File: config.mk
export PLATFORM = sky130hd
export DESIGN_NAME = cbfp_blk_sequencer
export DESIGN_NICKNAME = d
export VERILOG_FILES = /design/src/rtl/cbfp_blk_sequencer.sv
export SDC_FILE = /design/constraint.sdc
export NUM_CORES = 1
export LEC_CHECK = 0
export CORE_MARGIN = 2
export CORE_UTILIZATION = 50
export CTS_CLUSTER_DIAMETER = 60
export CTS_CLUSTER_SIZE = 30
export DETAILED_ROUTE_END_ITERATION = 7
export GPL_ROUTABILITY_DRIVEN = 0
export PLACE_DENSITY = 0.78
export SYNTH_ARGS = -nofsm -noshare
export SYNTH_HDL_FRONTEND = slang
export SYNTH_SLANG_ARGS = --single-unit
File: constraint.sdc
create_clock -name clk -period 2 [get_ports clk]
set_input_delay 0.3 -clock clk [delete_from_list [all_inputs] [get_ports clk]]
set_output_delay 0.3 -clock clk [all_outputs]
set_load 0.1 [all_outputs]
File: src/rtl/cbfp_blk_sequencer.sv
// ---------------------------------------------------------------------------
// cbfp_blk_sequencer
// Frame/block sequencer for the CBFP normalisation stage behind an FFT.
// It counts input beats into blocks and drives the magnitude and minimum
// units. Blocks are stored in a two-half ping-pong buffer. Each block is
// read back with shift_en once its minimum has resolved, and the read beats
// come out as valid_out tagged with their block index.
//
// Ports
//   clk, rstn          clock (rising edge), async active-low reset
//   start_i            frame start pulse (ignored while busy)
//   din_valid_i        input beat valid, no backpressure
//   busy_o             frame in progress
//   mag_en_o           magnitude-detect enable, one per accepted beat
//   min_en_o           min-compare enable (mag_en delayed one cycle)
//   min_clr_o          restart min compare, with min_en on beat 0
//   blk_last_o         with min_en on the last beat of a block
//   buf_wr_en_o        buffer write strobe (same as mag_en)
//   buf_wr_addr_o      {half, beat} write address
//   buf_rd_en_o        buffer read strobe
//   buf_rd_addr_o      {half, beat} read address
//   shift_en_o         apply block shift (same as buf_rd_en)
//   valid_out_o        normalised beat valid (read strobe + 1 cycle)
//   blk_idx_o          block index of the valid_out beat
//   frame_last_o       last valid_out beat of the frame
//   frame_done_o       one-cycle pulse after frame_last
//   ovf_err_o          sticky: din_valid seen while not accepting
// ---------------------------------------------------------------------------
module cbfp_blk_sequencer #(
  parameter int BEATS_PER_BLK = 4,
  parameter int NUM_BLK       = 8,
  parameter int RD_DELAY      = 2,
  localparam int AW = $clog2(2*BEATS_PER_BLK),
  localparam int BW = $clog2(BEATS_PER_BLK),
  localparam int IW = $clog2(NUM_BLK) + 1
) (
  input  logic          clk,
  input  logic          rstn,
  input  logic          start_i,
  input  logic          din_valid_i,
  output logic          busy_o,
  output logic          mag_en_o,
  output logic          min_en_o,
  output logic          min_clr_o,
  output logic          blk_last_o,
  output logic          buf_wr_en_o,
  output logic [AW-1:0] buf_wr_addr_o,
  output logic          buf_rd_en_o,
  output logic [AW-1:0] buf_rd_addr_o,
  output logic          shift_en_o,
  output logic          valid_out_o,
  output logic [IW-1:0] blk_idx_o,
  output logic          frame_last_o,
  output logic          frame_done_o,
  output logic          ovf_err_o
);

  localparam logic [0:0] ST_IDLE = 1'b0;
  localparam logic [0:0] ST_RUN  = 1'b1;
  localparam logic [0:0] RD_IDLE = 1'b0;
  localparam logic [0:0] RD_RUN  = 1'b1;
  localparam logic [BW-1:0] LAST_BEAT = BW'(BEATS_PER_BLK-1);

  logic [0:0]          state_q, state_d;
  logic [0:0]          rdState_q, rdState_d;
  logic [BW-1:0]       wrBeat_q, wrBeat_d;
  logic [IW-1:0]       wrBlk_q, wrBlk_d;
  logic                magEn_q, magEn_d;
  logic [AW-1:0]       wrAddr_q, wrAddr_d;
  logic                minEn_q, minEn_d;
  logic                minClr_q, minClr_d;
  logic                blkLast_q, blkLast_d;
  logic [RD_DELAY-1:0] tok_q, tok_d;
  logic [1:0]          pend_q, pend_d;
  logic [BW-1:0]       rdBeat_q, rdBeat_d;
  logic [IW-1:0]       rdBlk_q, rdBlk_d;
  logic                validOut_q, validOut_d;
  logic [IW-1:0]       blkIdx_q, blkIdx_d;
  logic                frameLast_q, frameLast_d;
  logic                frameDone_q, frameDone_d;
  logic                ovf_q, ovf_d;

  logic accept, startAcc, rdRun, rdLastBeat, tokExit, rdStart;

  // Shared decode. A read block starts when the reader is free (idle, or on
  // its final beat) and there is work: either a pending block or a token
  // leaving the delay line right now, so that back-to-back blocks chain with
  // no bubble and the first read lands exactly RD_DELAY after blk_last.
  always_comb begin
    accept     = (state_q == ST_RUN) && din_valid_i && (wrBlk_q < IW'(NUM_BLK));
    startAcc   = (state_q == ST_IDLE) && start_i;
    rdRun      = (rdState_q == RD_RUN);
    rdLastBeat = rdRun && (rdBeat_q == LAST_BEAT);
    tokExit    = tok_q[RD_DELAY-1];
    rdStart    = (!rdRun || rdLastBeat) && ((pend_q != 2'd0) || tokExit);
  end

  // Frame FSM plus the sticky overflow flag. A dropped beat wins over the
  // clear from start so that a beat arriving alongside start is still seen.
  always_comb begin
    state_d = state_q;
    if (state_q == ST_IDLE && start_i) state_d = ST_RUN;
    else if (state_q == ST_RUN && frameDone_q) state_d = ST_IDLE;
    ovf_d = startAcc ? 1'b0 : ovf_q;
    if (din_valid_i && !accept) ovf_d = 1'b1;
  end

  // Write side: beat/block counters advance only on accepted beats, and the
  // min-compare strobes follow the write strobe by one cycle. blkLast_d also
  // feeds the read delay line so token timing is anchored to blk_last.
  always_comb begin
    wrBeat_d = wrBeat_q;
    wrBlk_d  = wrBlk_q;
    wrAddr_d = wrAddr_q;
    if (startAcc) begin
      wrBeat_d = '0;
      wrBlk_d  = '0;
    end else if (accept) begin
      wrBeat_d = wrBeat_q + BW'(1);
      wrAddr_d = {wrBlk_q[0], wrBeat_q};
      if (wrBeat_q == LAST_BEAT) wrBlk_d = wrBlk_q + IW'(1);
    end
    magEn_d   = accept;
    minEn_d   = magEn_q;
    minClr_d  = magEn_q && (wrAddr_q[BW-1:0] == '0);
    blkLast_d = magEn_q && (wrAddr_q[BW-1:0] == LAST_BEAT);
  end

  // Token delay line and pending-block count. A token exiting in the same
  // cycle a read starts cancels out; pend saturates at the two buffer halves.
  always_comb begin
    tok_d[0] = blkLast_d;
    for (int i = 1; i < RD_DELAY; i++) tok_d[i] = tok_q[i-1];
    pend_d = pend_q;
    if (tokExit && !rdStart && pend_q != 2'd2) pend_d = pend_q + 2'd1;
    else if (!tokExit && rdStart) pend_d = pend_q - 2'd1;
  end

  // Read FSM. rdBlk advances at the end of every block so a restart from
  // idle already points at the next block; a new frame rewinds it.
  always_comb begin
    rdState_d = rdState_q;
    rdBeat_d  = rdBeat_q;
    rdBlk_d   = rdBlk_q;
    if (startAcc) begin
      rdBeat_d = '0;
      rdBlk_d  = '0;
    end else if (rdRun) begin
      rdBeat_d = rdBeat_q + BW'(1);
      if (rdLastBeat) begin
        rdBlk_d   = rdBlk_q + IW'(1);
        rdState_d = rdStart ? RD_RUN : RD_IDLE;
      end
    end else if (rdStart) begin
      rdState_d = RD_RUN;
    end
  end

  // Output stage: the buffer read takes one cycle, so valid_out and its tags
  // are the read-issue information delayed by one register.
  always_comb begin
    validOut_d  = rdRun;
    blkIdx_d    = rdRun ? rdBlk_q : '0;
    frameLast_d = rdLastBeat && (rdBlk_q == IW'(NUM_BLK-1));
    frameDone_d = frameLast_q;
  end

  // All state registers; reset discards any in-flight tokens and reads.
  always_ff @(posedge clk or negedge rstn) begin
    if (!rstn) begin
      state_q     <= ST_IDLE;
      rdState_q   <= RD_IDLE;
      wrBeat_q    <= '0;
      wrBlk_q     <= '0;
      magEn_q     <= 1'b0;
      wrAddr_q    <= '0;
      minEn_q     <= 1'b0;
      minClr_q    <= 1'b0;
      blkLast_q   <= 1'b0;
      tok_q       <= '0;
      pend_q      <= '0;
      rdBeat_q    <= '0;
      rdBlk_q     <= '0;
      validOut_q  <= 1'b0;
      blkIdx_q    <= '0;
      frameLast_q <= 1'b0;
      frameDone_q <= 1'b0;
      ovf_q       <= 1'b0;
    end else begin
      state_q     <= state_d;
      rdState_q   <= rdState_d;
      wrBeat_q    <= wrBeat_d;
      wrBlk_q     <= wrBlk_d;
      magEn_q     <= magEn_d;
      wrAddr_q    <= wrAddr_d;
      minEn_q     <= minEn_d;
      minClr_q    <= minClr_d;
      blkLast_q   <= blkLast_d;
      tok_q       <= tok_d;
      pend_q      <= pend_d;
      rdBeat_q    <= rdBeat_d;
      rdBlk_q     <= rdBlk_d;
      validOut_q  <= validOut_d;
      blkIdx_q    <= blkIdx_d;
      frameLast_q <= frameLast_d;
      frameDone_q <= frameDone_d;
      ovf_q       <= ovf_d;
    end
  end

  assign busy_o        = (state_q == ST_RUN);
  assign mag_en_o      = magEn_q;
  assign buf_wr_en_o   = magEn_q;
  assign buf_wr_addr_o = wrAddr_q;
  assign min_en_o      = minEn_q;
  assign min_clr_o     = minClr_q;
  assign blk_last_o    = blkLast_q;
  assign buf_rd_en_o   = rdRun;
  assign shift_en_o    = rdRun;
  assign buf_rd_addr_o = {rdBlk_q[0], rdBeat_q};
  assign valid_out_o   = validOut_q;
  assign blk_idx_o     = blkIdx_q;
  assign frame_last_o  = frameLast_q;
  assign frame_done_o  = frameDone_q;
  assign ovf_err_o     = ovf_q;

endmodule

==> impl_metrics.csv, run 1 <==
group,metric,value,unit
floorplanning,dieHeight,55.07,µm
placed_design,hpwl,1532,µm
layout,final_cell_mix,"32 x dfrtp_1, 22 x buf_4, 10 x nor2_1",
sta,clock.fmax,615.0,MHz
grt,grt_pass1_wl,3484,µm
clock_tree,cts-root-buf,"clkbuf_4",
layout,nFillCells,220,
clock_tree,cts_buffers,5,
logic_synthesis,synthesis.nets,118,
grt,grt_usage,17.39,%
placed_design,port_buffers,25,
clock_tree,clk_path_buf_depth,2,
sta,setup-violations-final,0,
critical_path,crit_fanout,15,
logic_synthesis,synth_edf_count,0,
outcome,outcome,"complete, no violations",
route,ant_nets,0,
sta,slew_headroom,59.52,%
clock_tree,postCtsHoldBufs,0,
sta,min_period,1.626,ns
sta,final-hold-violation-count,0,
logic_synthesis,synth_ff_type,"dfrtp_1",
grt,antenna_found_initial,0,
logic_synthesis,avgSynthCellArea,11.85,µm²
floorplanning,core.rowCount,18,
route,avgViaCountPerCell,5.204,
logic_synthesis,syn_inst,110,
sta,slew_viol_final,0,
critical_path,max_stage_delay,0.74,ns
sta,tightest_slew,0.6073,ns
placed_design,dpl_cell_area,1538,µm²
logic_synthesis,synth.cell_area,1304,µm²
route,wl_per_cell,13.11,µm
critical_path,cp-start-kind,"flop",
critical_path,crit_slowest_cell,"dfrtp_1",
floorplanning,dieArea,3032,µm²
layout,area_growth,21.50,%
sta,period_share,81.30,%
route,vias,869,
route,met2WireLength,1055,µm
grt,grt.overflow.total,0,
clock_tree,cts_max_level,2,
clock_tree,cts_resized,0,
sta,fin_skew,0.006180,ns
route,dr.pass1.iters,4,
logic_synthesis,synth.distinct_cells,32,
critical_path,path_cells,"buf_12",
route,drc_errors,0,
grt,grt_max_degree,33,
route,first_iter_violations,8,
clock_tree,cts_tree,"done",
clock_tree,post-cts-setup-buffer-count,0,
critical_path,required,1.70,ns
route,routed_wl,2189,µm
layout,postLayoutCellArea,1584,µm²
sta,setup_tns,0,ns
floorplanning,initial_utilization,52.63,%
floorplanning,core,2477,µm²
critical_path,cpLargestDelayFamily,"flip-flops",
logic_synthesis,synthArstFlopShare,100.0,%
grt,grt_pass1_vias,774,
floorplanning,pin_count,26,
logic_synthesis,synth.yosys.seq_area_share,61.42,%
floorplanning,die_w,55.07,µm
route,highest-signal-layer,"met4",
layout,layout-drive-gt1-share,25.55,%
clock_tree,clkTransAtPathRegs,0.09,ns
critical_path,cp-end-kind,"primary output",
critical_path,arrival,1.33,ns
layout,final_common_cell,"dfrtp_1",
job,drv_cap,0,
logic_synthesis,yosysWarningCount,0,
hold_path,hold_path_class,"in -> async",
layout,antenna-diode-count,0,
route,wl_met1,960,µm
clock_tree,clk_latency,0.33,ns
layout,nNetsFinal,145,
critical_path,path_buf_inv,1,
sta,rsz0062_at_grt,"no",
clock_tree,cts.sinks,32,
logic_synthesis,synth-seq-cells,32,
route,wl_met3,108,µm
critical_path,critical_path_class,"reg -> out",
layout make-up:
type / count / area (µm²) / area share (%)
Clock inverter: 1 / 5.005 / 0.3160
Clock buffer: 6 / 41.29 / 2.607
Sequential cell: 32 / 800.8 / 50.55
Multi-Input combinational cell: 67 / 449.2 / 28.36
Tap cell: 30 / 37.54 / 2.370
Timing Repair Buffer: 27 / 235.2 / 14.85
Inverter: 4 / 15.01 / 0.9479
cell usage after synthesis, drive strengths merged, types with 4 or more instances:
library cell | count | share of area (%)
nand3 | 6 | 2.7
a21oi | 5 | 1.9
inv | 4 | 1.2
and2 | 4 | 1.9
o21ai | 4 | 1.5
ha | 4 | 3.8
nor2 | 10 | 2.9
buf | 4 | 2.1
nand2 | 4 | 1.2
dfrtp | 32 | 61
path summary, 6_finish.rpt:
kind	startpoint	to	slack [ns]	cells after the start
max	buf_rd_en_o$_DFFE_PN0N_	buf_rd_en_o	0.37	1
max reg2reg	buf_rd_en_o$_DFFE_PN0N_	rdBlk_q[3]$_DFFE_PN0P_	0.49	3
max in group asynchronous	rstn	rdBeat_q[0]$_DFFE_PN0P_	1.35	2
min in group clk	tok_q[0]$_DFF_PN0_	tok_q[1]$_DFF_PN0_	0.38	0
min reg2reg	tok_q[0]$_DFF_PN0_	tok_q[1]$_DFF_PN0_	0.38	0
min	rstn	min_en_o$_DFF_PN0_	0.36	2
metal layers:
layer / global-route usage, % / up-vias
met1: 21.34 / 413
met5: 0 / -
li1: - / 427
met3: 5.645 / 7
met4: 13.41 / 0
met2: 25.20 / 22
registers in the layout, indices dropped and copies added (netlist names):
signal / count
blk_idx_o: 4
rdBlk_q: 4
wrBlk_q: 4
buf_wr_addr_o: 3
pend_q: 2
rdBeat_q: 2
tok_q: 2
wrBeat_q: 2
buf_rd_en_o: 1
buf_wr_en_o: 1
busy_o: 1
frame_done_o: 1
frame_last_o: 1
min_clr_o: 1
min_en_o: 1
ovf_err_o: 1
valid_out_o: 1
per-stage QoR:
stage,util (%),setup slack [ns],instances,hold slack (ns)
2_1_floorplan,-,0.02105,110,0.004409
3_3_place_gp,62.07,0.5032,160,0.3634
3_5_place_dp,62.07,0.4786,160,0.3655
4_1_cts,63.94,0.3663,167,0.3604
5_1_grt,63.94,0.3086,167,0.3770
6_report,63.94,0.3741,167,0.3610
cells by family (layout without fill, tap and decap cells):
kind of cell	after synthesis	count (layout)	share of synthesized area, %
buffers and inverters	11	38	4.126
DFF	32	32	61.42
muxes	6	6	4.894
adders and majority gates	4	4	3.839
xor gates and xnor gates	4	4	2.688
and+or+nand+nor	38	38	16.03
AOI/OAI and AO/OA	15	15	7.006
worst reg2reg max path, stage by stage (launching register included):
cell and delay (ns):
dfrtp_1 0.74, nand3_2 0.18, or3_1 0.38, a21oi_1 0.14
Power of run 1 is left out: the tool's default activity adds up to more than one toggle a clock period on the data nets, which glitch-free logic cannot reach.
==> run 2, diff against run 1 <==
--- a/config.mk
+++ b/config.mk
@@ -6,12 +6,12 @@
 export NUM_CORES = 1
 export LEC_CHECK = 0
 export CORE_MARGIN = 2
-export CORE_UTILIZATION = 50
+export CORE_UTILIZATION = 49
 export CTS_CLUSTER_DIAMETER = 60
 export CTS_CLUSTER_SIZE = 30
 export DETAILED_ROUTE_END_ITERATION = 7
 export GPL_ROUTABILITY_DRIVEN = 0
-export PLACE_DENSITY = 0.78
+export PLACE_DENSITY = 0.76
 export SYNTH_ARGS = -nofsm -noshare
 export SYNTH_HDL_FRONTEND = slang
 export SYNTH_SLANG_ARGS = --single-unit
==> constraint.sdc (replaced) <==
create_clock -name clk -period 1.59 [get_ports clk]
set_input_delay 0.2385 -clock clk [delete_from_list [all_inputs] [get_ports clk]]
set_output_delay 0.2385 -clock clk [all_outputs]
set_load 0.1 [all_outputs]
==> run 2 against run 1 <==
Against the previous run:
- via count up 2.2%
- core utilization is 11 points higher
- global-route usage is essentially flat
- critical path depth is 3 higher
- die area up 1.9%
- clock-buffer cell count up 2
- clock skew is 0.0070 ns higher
- final cell count is 0.60% higher
- largest cell class unchanged
==> impl_metrics.csv, run 2 (synthesized netlist as in run 1, its figures left out) <==
group,metric,value,unit
outcome,outcome,"complete, no violations",
clock_tree,cts_max_level,2,
clock_tree,cts_buffers,5,
grt,grt_max_degree,33,
route,vias,888,
layout,nNetsFinal,145,
clock_tree,clk_path_buf_depth,2,
sta,period_share,90.83,%
hold_path,hold_path_class,"in -> async",
clock_tree,post-cts-setup-buffer-count,0,
critical_path,cp-end-kind,"flop",
placed_design,port_buffers,25,
clock_tree,clk_latency,0.33,ns
clock_tree,cts_resized,0,
layout,layout-drive-gt1-share,29.71,%
critical_path,crit_fanout,6,
clock_tree,cts_tree,"done",
layout,final_cell_mix,"27 x dfrtp_1, 22 x buf_12, 10 x nor2_1",
floorplanning,initial_utilization,52.15,%
sta,min_period,1.444,ns
floorplanning,core.rowCount,18,
route,routed_wl,2377,µm
route,first_iter_violations,21,
sta,setup_tns,0,ns
layout,area_growth,43.28,%
critical_path,reg2reg_to,"rdBlk_q[3]$_DFFE_PN0P_",
sta,rsz0062_at_grt,"no",
grt,grt_usage,17.41,%
grt,grt_pass1_vias,876,
critical_path,cp-startpoint,"rdBeat_q[0]$_DFFE_PN0P_",
critical_path,arrival,1.70,ns
job,drv_cap,0,
critical_path,cp-start-kind,"flop",
critical_path,required,1.85,ns
layout,nFillCells,170,
grt,antenna_found_initial,0,
floorplanning,dieHeight,55.58,µm
floorplanning,dieArea,3089,µm²
route,drc_errors,0,
critical_path,r2r_slack,0.15,ns
floorplanning,die_w,55.58,µm
floorplanning,pin_count,26,
sta,slew_viol_final,0,
layout,antenna-diode-count,0,
clock_tree,clkTransAtPathRegs,0.10,ns
sta,fin_skew,0.01314,ns
sta,final-hold-violation-count,0,
layout,final_common_cell,"dfrtp_1",
route,ant_nets,0,
floorplanning,core,2500,µm²
critical_path,critical_path_class,"reg -> reg",
sta,setup-violations-final,0,
sta,clock.fmax,692.4,MHz
placed_design,hpwl,1700,µm
critical_path,endpoint,"rdBlk_q[3]$_DFFE_PN0P_",
clock_tree,cts.sinks,32,
grt,grt_pass1_wl,3995,µm
critical_path,reg2reg_depth,4,
clock_tree,postCtsHoldBufs,0,
route,wl_per_cell,14.15,µm
grt,grt.overflow.total,0,
route,avgViaCountPerCell,5.286,
sta,tightest_slew,0.3971,ns
critical_path,r2r-start,"rdBeat_q[0]$_DFFE_PN0P_",
sta,slew_headroom,73.53,%
route,dr.pass1.iters,4,
clock_tree,cts-root-buf,"clkbuf_4",
[run 2: cell types whose count changed in the layout (fill, tap and decap cells not counted), moves of 2 or more]
cell | previous run | this run
buf_4 | 22 | 2
dfrtp_1 | 32 | 27
dfrtp_4 | 0 | 2
dfrtp_2 | 0 | 3
clkbuf_8 | 0 | 2
buf_12 | 2 | 22
[run 2: worst min-delay path by stage]
stage | start | to | slack (ns) | depth (start not counted)
floorplan | rstn | blk_idx_o[0]$_DFF_PN0_ | -0.06 | 0
global placement | tok_q[0]$_DFF_PN0_ | tok_q[1]$_DFF_PN0_ | 0.42 | 0
detailed placement | tok_q[0]$_DFF_PN0_ | tok_q[1]$_DFF_PN0_ | 0.43 | 0
CTS | rstn | frame_done_o$_DFF_PN0_ | 0.30 | 2
global route | rstn | wrBlk_q[0]$_DFFE_PN0P_ | 0.30 | 2
finish | rstn | rdBlk_q[1]$_DFFE_PN0P_ | 0.29 | 2
[run 2: cell type report]
type	count	area, µm²	share of cell area (%)
multi-input cells	67	449.2	24.05
clock buffers	8	68.82	3.684
repair buffers	27	485.5	25.99
well taps	30	37.54	2.009
flip-flops and latches	32	812.0	43.47
inverters	4	15.01	0.8038
[run 2: critical path, cell delays in order, from the launching register on]
cell	delay, ns
dfrtp_4	0.46
ha_1	0.28
nand3_2	0.11
or3_1	0.36
a21oi_1	0.16
[run 2: per-stage QoR]
step           hold WS, ns  cell area (µm²)  setup WS [ns]  utilization [%]  cells
3_3_place_gp        0.4204             1799         0.1488            71.97    160
2_1_floorplan     -0.05709             1315        0.03439                -    110
4_1_cts             0.2953             1868         0.1389            74.72    168
3_5_place_dp        0.4302             1799         0.1204            71.97    160
5_1_grt             0.3028             1868        0.06878            74.72    168
6_report            0.2887             1868         0.1457            74.72    168
[run 2: layer usage]
metal | share of wire (%) | vias to the layer above | global-route usage, %
met2 | 49 | 16 | 27.38
met4 | 1.9 | 0 | 8.362
met1 | 44 | 440 | 20.06
li1 | - | 428 | -
met5 | 0 | - | 0
met3 | 4.8 | 4 | 8.140
Power of run 2 is left out for the same reason.
